<file path="src/rtl/mac_tile_mem_if.sv">
// mac_tile_mem_if: bundles the load, element-read, C-write and C-drain
// signals of mac_tile_mem. The slave modport is the memory; the master
// modport is the host/DMA + MAC-array side that drives it.
interface mac_tile_mem_if #(
   parameter int P_M    = 4,
   parameter int P_K    = 4,
   parameter int P_N    = 4,
   parameter int DW_IN  = 8,
   parameter int DW_OUT = 2*DW_IN
);
   localparam int AW = (P_M*P_K > 1) ? $clog2(P_M*P_K) : 1;
   localparam int BW = (P_K*P_N > 1) ? $clog2(P_K*P_N) : 1;
   localparam int CW = (P_M*P_N > 1) ? $clog2(P_M*P_N) : 1;

   logic                     ld_valid;
   logic                     ld_ready;
   logic [P_M*P_K*DW_IN-1:0] ld_a;
   logic [P_K*P_N*DW_IN-1:0] ld_b;
   logic                     act_valid;
   logic                     rd_req;
   logic [AW-1:0]            rd_a_addr;
   logic [BW-1:0]            rd_b_addr;
   logic                     rd_valid;
   logic [DW_IN-1:0]         rd_a;
   logic [DW_IN-1:0]         rd_b;
   logic                     rd_release;
   logic                     c_we;
   logic [CW-1:0]            c_addr;
   logic [DW_OUT-1:0]        c_data;
   logic                     c_drain_start;
   logic                     c_busy;
   logic                     c_out_valid;
   logic                     c_out_ready;
   logic [DW_OUT-1:0]        c_out_data;
   logic [CW-1:0]            c_out_idx;
   logic                     c_out_last;

   modport slave (
      input  ld_valid, ld_a, ld_b, rd_req, rd_a_addr, rd_b_addr, rd_release,
             c_we, c_addr, c_data, c_drain_start, c_out_ready,
      output ld_ready, act_valid, rd_valid, rd_a, rd_b,
             c_busy, c_out_valid, c_out_data, c_out_idx, c_out_last
   );

   modport master (
      output ld_valid, ld_a, ld_b, rd_req, rd_a_addr, rd_b_addr, rd_release,
             c_we, c_addr, c_data, c_drain_start, c_out_ready,
      input  ld_ready, act_valid, rd_valid, rd_a, rd_b,
             c_busy, c_out_valid, c_out_data, c_out_idx, c_out_last
   );
endinterface

</file>
<file path="src/rtl/mac_tile_mem.sv">
// mac_tile_mem: ping-pong A/B operand store plus C result store for the
// MAC datapath. Two operand banks let tile n+1 load while tile n is read;
// C is written element-wise and streamed out one element per beat.
// Optional feature: define MAC_TILE_MEM_C_ACCUM_EN to make c_we accumulate
// into C and to clear each C element as it is drained.
module mac_tile_mem #(
   parameter int P_M    = 4,
   parameter int P_K    = 4,
   parameter int P_N    = 4,
   parameter int DW_IN  = 8,
   parameter int DW_OUT = 2*DW_IN
) (
   input logic            clk,
   input logic            rstn,
   mac_tile_mem_if.slave  bus
);
   localparam int NA = P_M*P_K;
   localparam int NB = P_K*P_N;
   localparam int NC = P_M*P_N;
   localparam int CW = (NC > 1) ? $clog2(NC) : 1;

   typedef enum logic {IDLE, DRAIN} drain_state_t;

   logic [DW_IN-1:0]  bank_a [2][NA];
   logic [DW_IN-1:0]  bank_b [2][NB];
   logic              wr_ptr;
   logic              rd_ptr;
   logic [1:0]        full_cnt;
   logic              ld_fire;
   logic              rel_fire;
   logic              rd_fire;

   logic [DW_OUT-1:0] c_mem [NC];
   drain_state_t      state;
   logic [CW-1:0]     c_next_idx;
   logic              c_wr_ok;
   logic              c_hs;

   assign bus.ld_ready  = (full_cnt < 2'd2);
   assign bus.act_valid = (full_cnt != 2'd0);
   assign ld_fire    = bus.ld_valid && bus.ld_ready;
   assign rel_fire   = bus.rd_release && bus.act_valid;
   assign rd_fire    = bus.rd_req && bus.act_valid;

   assign c_next_idx = bus.c_out_idx + CW'(1);
   assign c_wr_ok    = bus.c_we && (int'(bus.c_addr) < NC);
   assign c_hs       = bus.c_out_valid && bus.c_out_ready;

   // Operand banks, bank pointers, occupancy and the 1-cycle read port.
   // A read issued together with a release still sees the bank being released.
   always_ff @(posedge clk or negedge rstn) begin
      if (!rstn) begin
         for (int b = 0; b < 2; b++) begin
            for (int i = 0; i < NA; i++) bank_a[b][i] <= '0;
            for (int i = 0; i < NB; i++) bank_b[b][i] <= '0;
         end
         wr_ptr       <= 1'b0;
         rd_ptr       <= 1'b0;
         full_cnt     <= 2'd0;
         bus.rd_valid <= 1'b0;
         bus.rd_a     <= '0;
         bus.rd_b     <= '0;
      end else begin
         if (ld_fire) begin
            for (int i = 0; i < NA; i++) bank_a[wr_ptr][i] <= bus.ld_a[i*DW_IN +: DW_IN];
            for (int i = 0; i < NB; i++) bank_b[wr_ptr][i] <= bus.ld_b[i*DW_IN +: DW_IN];
            wr_ptr <= ~wr_ptr;
         end
         if (rel_fire) rd_ptr <= ~rd_ptr;
         case ({ld_fire, rel_fire})
            2'b10:   full_cnt <= full_cnt + 2'd1;
            2'b01:   full_cnt <= full_cnt - 2'd1;
            default: full_cnt <= full_cnt;
         endcase
         bus.rd_valid <= rd_fire;
         if (rd_fire) begin
            bus.rd_a <= (int'(bus.rd_a_addr) < NA) ? bank_a[rd_ptr][bus.rd_a_addr] : '0;
            bus.rd_b <= (int'(bus.rd_b_addr) < NB) ? bank_b[rd_ptr][bus.rd_b_addr] : '0;
         end
      end
   end

   // C store and drain FSM; outputs are registered and C writes are only
   // accepted while idle, so the element being streamed cannot change under us.
   always_ff @(posedge clk or negedge rstn) begin
      if (!rstn) begin
         for (int i = 0; i < NC; i++) c_mem[i] <= '0;
         state           <= IDLE;
         bus.c_busy      <= 1'b0;
         bus.c_out_valid <= 1'b0;
         bus.c_out_data  <= '0;
         bus.c_out_idx   <= '0;
         bus.c_out_last  <= 1'b0;
      end else begin
         case (state)
            IDLE: begin
               if (c_wr_ok) begin
`ifdef MAC_TILE_MEM_C_ACCUM_EN
                  c_mem[bus.c_addr] <= c_mem[bus.c_addr] + bus.c_data;
`else
                  c_mem[bus.c_addr] <= bus.c_data;
`endif
               end
               if (bus.c_drain_start) begin
                  state           <= DRAIN;
                  bus.c_busy      <= 1'b1;
                  bus.c_out_valid <= 1'b1;
                  bus.c_out_idx   <= '0;
                  bus.c_out_data  <= c_mem[0];
                  bus.c_out_last  <= (NC == 1);
               end
            end
            DRAIN: begin
               if (c_hs) begin
`ifdef MAC_TILE_MEM_C_ACCUM_EN
                  c_mem[bus.c_out_idx] <= '0;
`endif
                  if (bus.c_out_last) begin
                     state           <= IDLE;
                     bus.c_busy      <= 1'b0;
                     bus.c_out_valid <= 1'b0;
                     bus.c_out_last  <= 1'b0;
                  end else begin
                     bus.c_out_idx  <= c_next_idx;
                     bus.c_out_data <= c_mem[c_next_idx];
                     bus.c_out_last <= (c_next_idx == CW'(NC-1));
                  end
               end
            end
            default: state <= IDLE;
         endcase
      end
   end
endmodule

</file>
<file path="src/flat_wrapper.sv">
// flat-port wrapper written by rule: the top's interface ports become plain ports
module mac_tile_mem_flat 
#(
   parameter int P_M    = 4,
   parameter int P_K    = 4,
   parameter int P_N    = 4,
   parameter int DW_IN  = 8,
   parameter int DW_OUT = 2*DW_IN
)
  (clk, rstn, bus_ld_valid, bus_ld_a, bus_ld_b, bus_rd_req, bus_rd_a_addr, bus_rd_b_addr, bus_rd_release, bus_c_we, bus_c_addr, bus_c_data, bus_c_drain_start, bus_c_out_ready, bus_ld_ready, bus_act_valid, bus_rd_valid, bus_rd_a, bus_rd_b, bus_c_busy, bus_c_out_valid, bus_c_out_data, bus_c_out_idx, bus_c_out_last);
  mac_tile_mem_if #(.P_M(P_M), .P_K(P_K), .P_N(P_N), .DW_IN(DW_IN), .DW_OUT(DW_OUT)) bus_i ();
  input logic clk;
  input logic rstn;
  input wire logic [$bits(bus_i.ld_valid)-1:0] bus_ld_valid;
  input wire logic [$bits(bus_i.ld_a)-1:0] bus_ld_a;
  input wire logic [$bits(bus_i.ld_b)-1:0] bus_ld_b;
  input wire logic [$bits(bus_i.rd_req)-1:0] bus_rd_req;
  input wire logic [$bits(bus_i.rd_a_addr)-1:0] bus_rd_a_addr;
  input wire logic [$bits(bus_i.rd_b_addr)-1:0] bus_rd_b_addr;
  input wire logic [$bits(bus_i.rd_release)-1:0] bus_rd_release;
  input wire logic [$bits(bus_i.c_we)-1:0] bus_c_we;
  input wire logic [$bits(bus_i.c_addr)-1:0] bus_c_addr;
  input wire logic [$bits(bus_i.c_data)-1:0] bus_c_data;
  input wire logic [$bits(bus_i.c_drain_start)-1:0] bus_c_drain_start;
  input wire logic [$bits(bus_i.c_out_ready)-1:0] bus_c_out_ready;
  output wire logic [$bits(bus_i.ld_ready)-1:0] bus_ld_ready;
  output wire logic [$bits(bus_i.act_valid)-1:0] bus_act_valid;
  output wire logic [$bits(bus_i.rd_valid)-1:0] bus_rd_valid;
  output wire logic [$bits(bus_i.rd_a)-1:0] bus_rd_a;
  output wire logic [$bits(bus_i.rd_b)-1:0] bus_rd_b;
  output wire logic [$bits(bus_i.c_busy)-1:0] bus_c_busy;
  output wire logic [$bits(bus_i.c_out_valid)-1:0] bus_c_out_valid;
  output wire logic [$bits(bus_i.c_out_data)-1:0] bus_c_out_data;
  output wire logic [$bits(bus_i.c_out_idx)-1:0] bus_c_out_idx;
  output wire logic [$bits(bus_i.c_out_last)-1:0] bus_c_out_last;
  assign bus_i.ld_valid = bus_ld_valid;
  assign bus_i.ld_a = bus_ld_a;
  assign bus_i.ld_b = bus_ld_b;
  assign bus_i.rd_req = bus_rd_req;
  assign bus_i.rd_a_addr = bus_rd_a_addr;
  assign bus_i.rd_b_addr = bus_rd_b_addr;
  assign bus_i.rd_release = bus_rd_release;
  assign bus_i.c_we = bus_c_we;
  assign bus_i.c_addr = bus_c_addr;
  assign bus_i.c_data = bus_c_data;
  assign bus_i.c_drain_start = bus_c_drain_start;
  assign bus_i.c_out_ready = bus_c_out_ready;
  assign bus_ld_ready = bus_i.ld_ready;
  assign bus_act_valid = bus_i.act_valid;
  assign bus_rd_valid = bus_i.rd_valid;
  assign bus_rd_a = bus_i.rd_a;
  assign bus_rd_b = bus_i.rd_b;
  assign bus_c_busy = bus_i.c_busy;
  assign bus_c_out_valid = bus_i.c_out_valid;
  assign bus_c_out_data = bus_i.c_out_data;
  assign bus_c_out_idx = bus_i.c_out_idx;
  assign bus_c_out_last = bus_i.c_out_last;
  mac_tile_mem #(.P_M(P_M), .P_K(P_K), .P_N(P_N), .DW_IN(DW_IN), .DW_OUT(DW_OUT)) u_core (.clk(clk), .rstn(rstn), .bus(bus_i));
endmodule
</file>
<file path="config.mk">
export PLATFORM = sky130hd
export DESIGN_NAME = mac_tile_mem_flat
export DESIGN_NICKNAME = d
export VERILOG_FILES = /design/src/rtl/mac_tile_mem_if.sv /design/src/rtl/mac_tile_mem.sv /design/src/flat_wrapper.sv
export SDC_FILE = /design/constraint.sdc
export NUM_CORES = 1
export LEC_CHECK = 0
export BUFFER_PORTS_ARGS = -buffer_cell sky130_fd_sc_hd__buf_2
export CAP_MARGIN = 40
export CORE_MARGIN = 5
export CORE_UTILIZATION = 25
export DETAILED_ROUTE_END_ITERATION = 8
export GPL_TIMING_DRIVEN = 0
export SLEW_MARGIN = 25
export SYNTH_ARGS = -nofsm -noshare
export SYNTH_HDL_FRONTEND = slang
export SYNTH_SLANG_ARGS = --single-unit
</file>
<file path="constraint.sdc">
create_clock -name clk -period 2.85 [get_ports clk]
set_clock_uncertainty 0.15 [all_clocks]
set_input_delay 0.1425 -clock clk [delete_from_list [all_inputs] [get_ports clk]]
set_output_delay 0.1425 -clock clk [all_outputs]
set_load 0.02 [all_outputs]
</file>
* Word-level counts from Yosys, hierarchy flattened
Index checks and enable logic that the tools add are counted.
** Operators by class
- Reductions and logical operators :: 12
- Bitwise operators :: 9
- $add $sub $neg :: 3
- Order comparisons :: 9
- Equality and inequality tests :: 7
- Mux-type cells :: 103
** Operators with widths (count)
- 256-bit bitwise mux :: 33
- 128-bit demux with 1-bit select :: 16
- 128-bit two-way mux :: 7
- 120-bit two-way mux :: 1
- 112-bit two-way mux :: 1
- 16-bit two-way mux :: 7
- 104-bit two-way mux :: 1
- 96-bit two-way mux :: 1
- 88-bit two-way mux :: 1
- 80-bit two-way mux :: 1
- 72-bit two-way mux :: 1
- 16-bit binary-select mux with 4-bit select :: 1
- 8-bit binary-select mux with 4-bit select :: 2
- 16-bit demux with 4-bit select :: 1
- 64-bit two-way mux :: 1
- 56-bit two-way mux :: 1
- 48-bit two-way mux :: 1
- 40-bit two-way mux :: 1
- 8-bit two-way mux :: 5
- 32-bit two-way mux :: 1
- 16-bit one-hot mux with 2 select lines :: 1
- 24-bit two-way mux :: 1
- 5-bit >= comparator, second input constant :: 4
- 4-bit NOT with 5-bit output :: 4
- other kinds (23) :: 49
** Storage, ports and cells
- Logic and storage cells :: 234
- Input bits :: 292
- Register bits after elaboration :: 812
- Output and inout bits :: 42

* Logic depth before layout (Yosys ltp)
- Depth in word-level cells :: 21
- Gate-level depth with buffers :: 12
- Gate-level depth less buffers :: 7

* Worst setup path after synthesis
No wires, ideal clock.
- Path type :: register -> register
- Start point :: reg u_core.bus.c_out_idx[0] (netlist bit)
- End point :: reg u_core.bus.c_out_data[0] (netlist bit)
- Arrival time :: 2.671 ns
- Clock period less this slack :: 2.958 ns
- Data required time :: 2.563 ns
- Stages on the path, launching flop included :: 13
- Path slack :: -0.108 ns
- Setup time :: 0.137 ns
- Buffers on the path :: 5
- Path through :: dfrtp_1 buf_2 buf_6 buf_2 inv_1 ha_1 buf_2 clkbuf_1 mux4_2 mux2i_1 mux2i_1 mux2i_1 a21oi_1
** On the way
- Longest elaborated chain between the ends :: 8
** RTL lines
- from (decl) :: line mac_tile_mem_if.sv:42 : c_busy, c_out_valid, c_out_data, c_out_idx, c_out_last
- from (signal assigned) :: line mac_tile_mem.sv:124 : bus.c_out_idx <= c_next_idx;
- 4-bit by 1-bit adder with 4-bit output :: line mac_tile_mem.sv:45 : assign c_next_idx = bus.c_out_idx + CW'(1);
- 4-bit NOT with 5-bit output (not written as such) :: line mac_tile_mem.sv:125 : bus.c_out_data <= c_mem[c_next_idx];
- 16-bit binary-select mux with 4-bit select :: line mac_tile_mem.sv:125
- 16-bit two-way mux (not written as such) (2 in series) :: line mac_tile_mem.sv:125
- 16-bit two-way mux :: line mac_tile_mem.sv:118 : if (bus.c_out_last) begin
- 16-bit two-way mux :: line mac_tile_mem.sv:114 : if (c_hs) begin
- 16-bit one-hot mux with 2 select lines :: line mac_tile_mem.sv:95 : case (state)
- to (signal assigned) :: line mac_tile_mem.sv:109 : bus.c_out_data <= c_mem[0];
- to (signal assigned) :: line mac_tile_mem.sv:125
- to (decl) :: line mac_tile_mem_if.sv:42
No other way between the ends. The select of a mux whose other input is x is not followed.
A chain may end at the register's enable or synchronous reset.

* Worst setup path after layout
- Start point :: reg u_core.bus.c_out_idx[0] (netlist bit)
- End point :: reg u_core.bus.c_out_data[5] (netlist bit)
The elaborated chain is that of the path after synthesis.

==> out/qor.csv <==
metric,value,unit
outcome,"finished, final reports clean",
power.density,1010,nW/um^2
antenna_found_initial,47,
synth_area,36900,um^2
crit_arrival,3220,ps
yosys_warnings,0,
p_leak,21.6,nW
synth.distinct_cells,42,
crit_slowest_cell,dfrtp_1,
p_int,32.1,mW
startpoint_type,flop,
start_util,0.251,
synth-edff-count,0,
post-route-util,0.326,
fin_nets,3544,
clock.fmax,358,MHz
netSwitchingPower,16.4,mW
ir_drop,0.744,mV
num_vias,24500,
layout_commonest_cell,dfrtp_1,
clkLatencyLatePin,700,ps
cts_max_level,3,
cts_buffer_depth,3,
portBuffers,332,
via_per_inst,4.64,
place_hpwl,90600,um
cts_tree,built,
instances_no_fill,5287,
synthCells,2472,
synth-main-ff-cell,dfrtp_1,
cpPeakStageDelay,420,ps
cts.sinks,812,
die_h,394,um
finalWeightedCongestion,0.812,
ant_nets,0,
worst_hold_path_type,in -> reg,
crit_fanout,10,
async_reset_ff_frac,1.00,
grt_pass1_vias,26100,
grt_overflow,0,
io_pins,334,
period_needed,2790,ps
setup_viol,0,
fp.coreArea,147000,um^2
critPathBufInv,6,
grt_max_degree,121,
path_class,reg -> reg,
place_inst,4747,
drt_iter0_markers,1432,
crit_path_end_kind,flop,
synthToLayoutAreaGrowth,30.2,%
rows,141,
drv_slew,0,
p_comb_frac,0.374,
synth_nets,2767,
power_frac_seq,0.379,
gr-usage-all-layers,0.156,
rsz0062_at_grt,no,
cts_made_buffers,92,
first_pass_iters,7,
drcViolationCount,0,
path_clk_slew,60,ps
cp_top_family,multiplexers,
grt_pass1_wl,181000,um
final_cell_mix,"dfrtp_1 (812), mux2_2 (752), buf_2 (384), dlygate4sd3_1 (318), mux2i_1 (316)",
hold_viol,0,
worstPathCellList,"buf_6, buf_12, buf_12, inv_1, ha_4, buf_8, clkbuf_16, mux4_2, mux2i_2, mux2i_1, mux2i_2, a21oi_2",
postSynthAreaPerCell,14.9,um^2
cts-root-buf,clkbuf_16,
maxCapViolations,0,
drive_gt1_frac,0.441,
fin_crit_sh,0.980,
wl_per_cell,23.3,um
wl,123000,um
tightest_slew,872,ps
worst_ep_required_time,3270,ps
ys_ff_latch,812,
synth_seq_area_share,0.551,
relSlewSlack,0.419,
clkPwrFrac,0.247,
p_sw_frac,0.338,
die_width,394,um
dieArea,155000,um^2
-- path summary, 6_finish.rpt --
path                                                     start                              endpoint  slack, ps  cells after the start
setup / recovery           u_core.bus.c_out_idx[0]$_DFFE_PN0P_  u_core.bus.c_out_data[5]$_DFFE_PN0P_         60                     12
hold / removal                                   bus_ld_b[115]         u_core.bank_b[11]$_DFFE_PN0P_         70                      3
setup reg to reg           u_core.bus.c_out_idx[0]$_DFFE_PN0P_  u_core.bus.c_out_data[5]$_DFFE_PN0P_         60                     12
hold reg to reg                 u_core.bus.rd_a[3]$_DFFE_PN0P_        u_core.bus.rd_a[3]$_DFFE_PN0P_        330                      2
max in group asynchronous                                 rstn         u_core.bank_a[73]$_DFFE_PN0P_        410                     10
min in group asynchronous                                 rstn         u_core.c_mem[126]$_DFFE_PN0P_        290                      7
-- layer usage --
layer | routed length, um | GRT usage | up-vias | share of wire
li1 | - | - | 10800 | -
met1 | 54800 | 0.207 | 12800 | 0.44
met2 | 57800 | 0.254 | 656 | 0.47
met3 | 7410 | 0.0388 | 186 | 0.060
met4 | 3430 | 0.0427 | 10 | 0.028
met5 | 64 | 0 | - | 0.00052
-- metrics by stage --
step | setup slack, ps | total power, mW | setup TNS, ps | hold WS, ps | area (um^2)
2_1_floorplan | 42.7 | 30.0 | 0 | -303 | 36900
3_3_place_gp | -16440 | 35.3 | - | 238 | 41000
3_5_place_dp | -841 | 35.9 | -14260 | -72.4 | 41200
4_1_cts | 23.2 | 48.9 | 0 | 0.155 | 47800
5_1_grt | 0.490 | 51.0 | 0 | 34.6 | 47900
6_report | 56.0 | 48.5 | 0 | 69.3 | 48000
-- sequential cells by signal, summed over array words and instances, names as in the netlist --
register,cells
u_core.bus.c_busy,1
u_core.bus.c_out_idx,4
u_core.bus.rd_a,8
u_core.c_mem,256
u_core.rd_ptr,1
u_core.bank_b,256
u_core.bus.c_out_data,16
u_core.bus.rd_valid,1
u_core.bus.c_out_last,1
u_core.bus.rd_b,8
u_core.full_cnt,2
u_core.bank_a,256
u_core.state,1
u_core.wr_ptr,1
-- what timing repair did --
item / CTS / global route
setup buffers: 6 / 5
endpoints found under the hold margin: 1080 / 0
resized for setup: 27 / 11
hold buffers: 323 / 0
endpoints found under the setup margin: 16 / 184
pin swaps: 0 / 2
cloned: 0 / 1
-- power groups by stage --
stage | Sequential (mW) | Clock, mW | Combinational, mW
after global placement | 18.3 | 0 | 17.0
final | 18.4 | 12.0 | 18.1
after detailed placement | 18.5 | 0 | 17.4
after global routing | 18.8 | 12.8 | 19.4
after CTS | 18.3 | 12.3 | 18.2
after floorplan | 18.1 | 0 | 11.9
-- tightest hold or removal path: stages --
cell	delay [ps]
dlygate4sd3_1	520
buf_2	100
mux2_2	130
-- cells in the mapped netlist, types with 2 or more instances --
| cell | n | area (um^2) |
|---|---|---|
| dfrtp_1 | 812 | 20300 |
| mux2_2 | 752 | 8470 |
| mux2i_1 | 320 | 3200 |
| clkbuf_1 | 77 | 289 |
| a22oi_1 | 64 | 480 |
| mux4_2 | 64 | 1440 |
| buf_2 | 58 | 290 |
| a21oi_1 | 48 | 240 |
| nand2_1 | 37 | 139 |
| a22o_1 | 32 | 280 |
| a221oi_1 | 25 | 219 |
| nor2_1 | 24 | 90.1 |
| buf_4 | 20 | 150 |
| mux2_1 | 16 | 180 |
| o22ai_1 | 16 | 100 |
| buf_1 | 13 | 48.8 |
| o41ai_2 | 13 | 211 |
| buf_6 | 8 | 90.1 |
| nand3_1 | 8 | 40.0 |
| nor2b_1 | 8 | 50.1 |
| a221oi_2 | 7 | 105 |
| nand2b_1 | 7 | 43.8 |
| o21ai_0 | 6 | 30.0 |
| xnor2_1 | 4 | 35.0 |
| and2_1 | 3 | 18.8 |
| buf_8 | 3 | 45.0 |
| ha_1 | 3 | 37.5 |
| inv_1 | 3 | 11.3 |
| o41ai_1 | 3 | 26.3 |
| or2_2 | 3 | 18.8 |
| and3_1 | 2 | 12.5 |
| nor3b_2 | 2 | 25.0 |
| xor2_2 | 2 | 32.5 |
-- area by class of cell --
| type | count | area (um^2) |
|---|---|---|
| antenna | 34 | 85.1 |
| buffer | 181 | 1060 |
| clock buffer | 131 | 2670 |
| clock inverter | 37 | 404 |
| fill | 14600 | 99100 |
| inverter | 3 | 11.3 |
| multi-input combinational | 1476 | 15600 |
| sequential | 812 | 20300 |
| tap | 1930 | 2410 |
| timing repair buffer | 683 | 5400 |
-- cells by family (layout without fill, tap and decap cells) --
logic type	after synthesis	after routing	synth area share
mux	1152	1152	0.361
xor+xnor	7	7	0.00207
compound gates	215	215	0.0461
flops	812	812	0.551
buf+inv	184	1035	0.0258
fa+ha+maj	3	3	0.00102
simple gates	99	99	0.0133
other cells	0	34	0
Power figures use the tool's default switching activity.
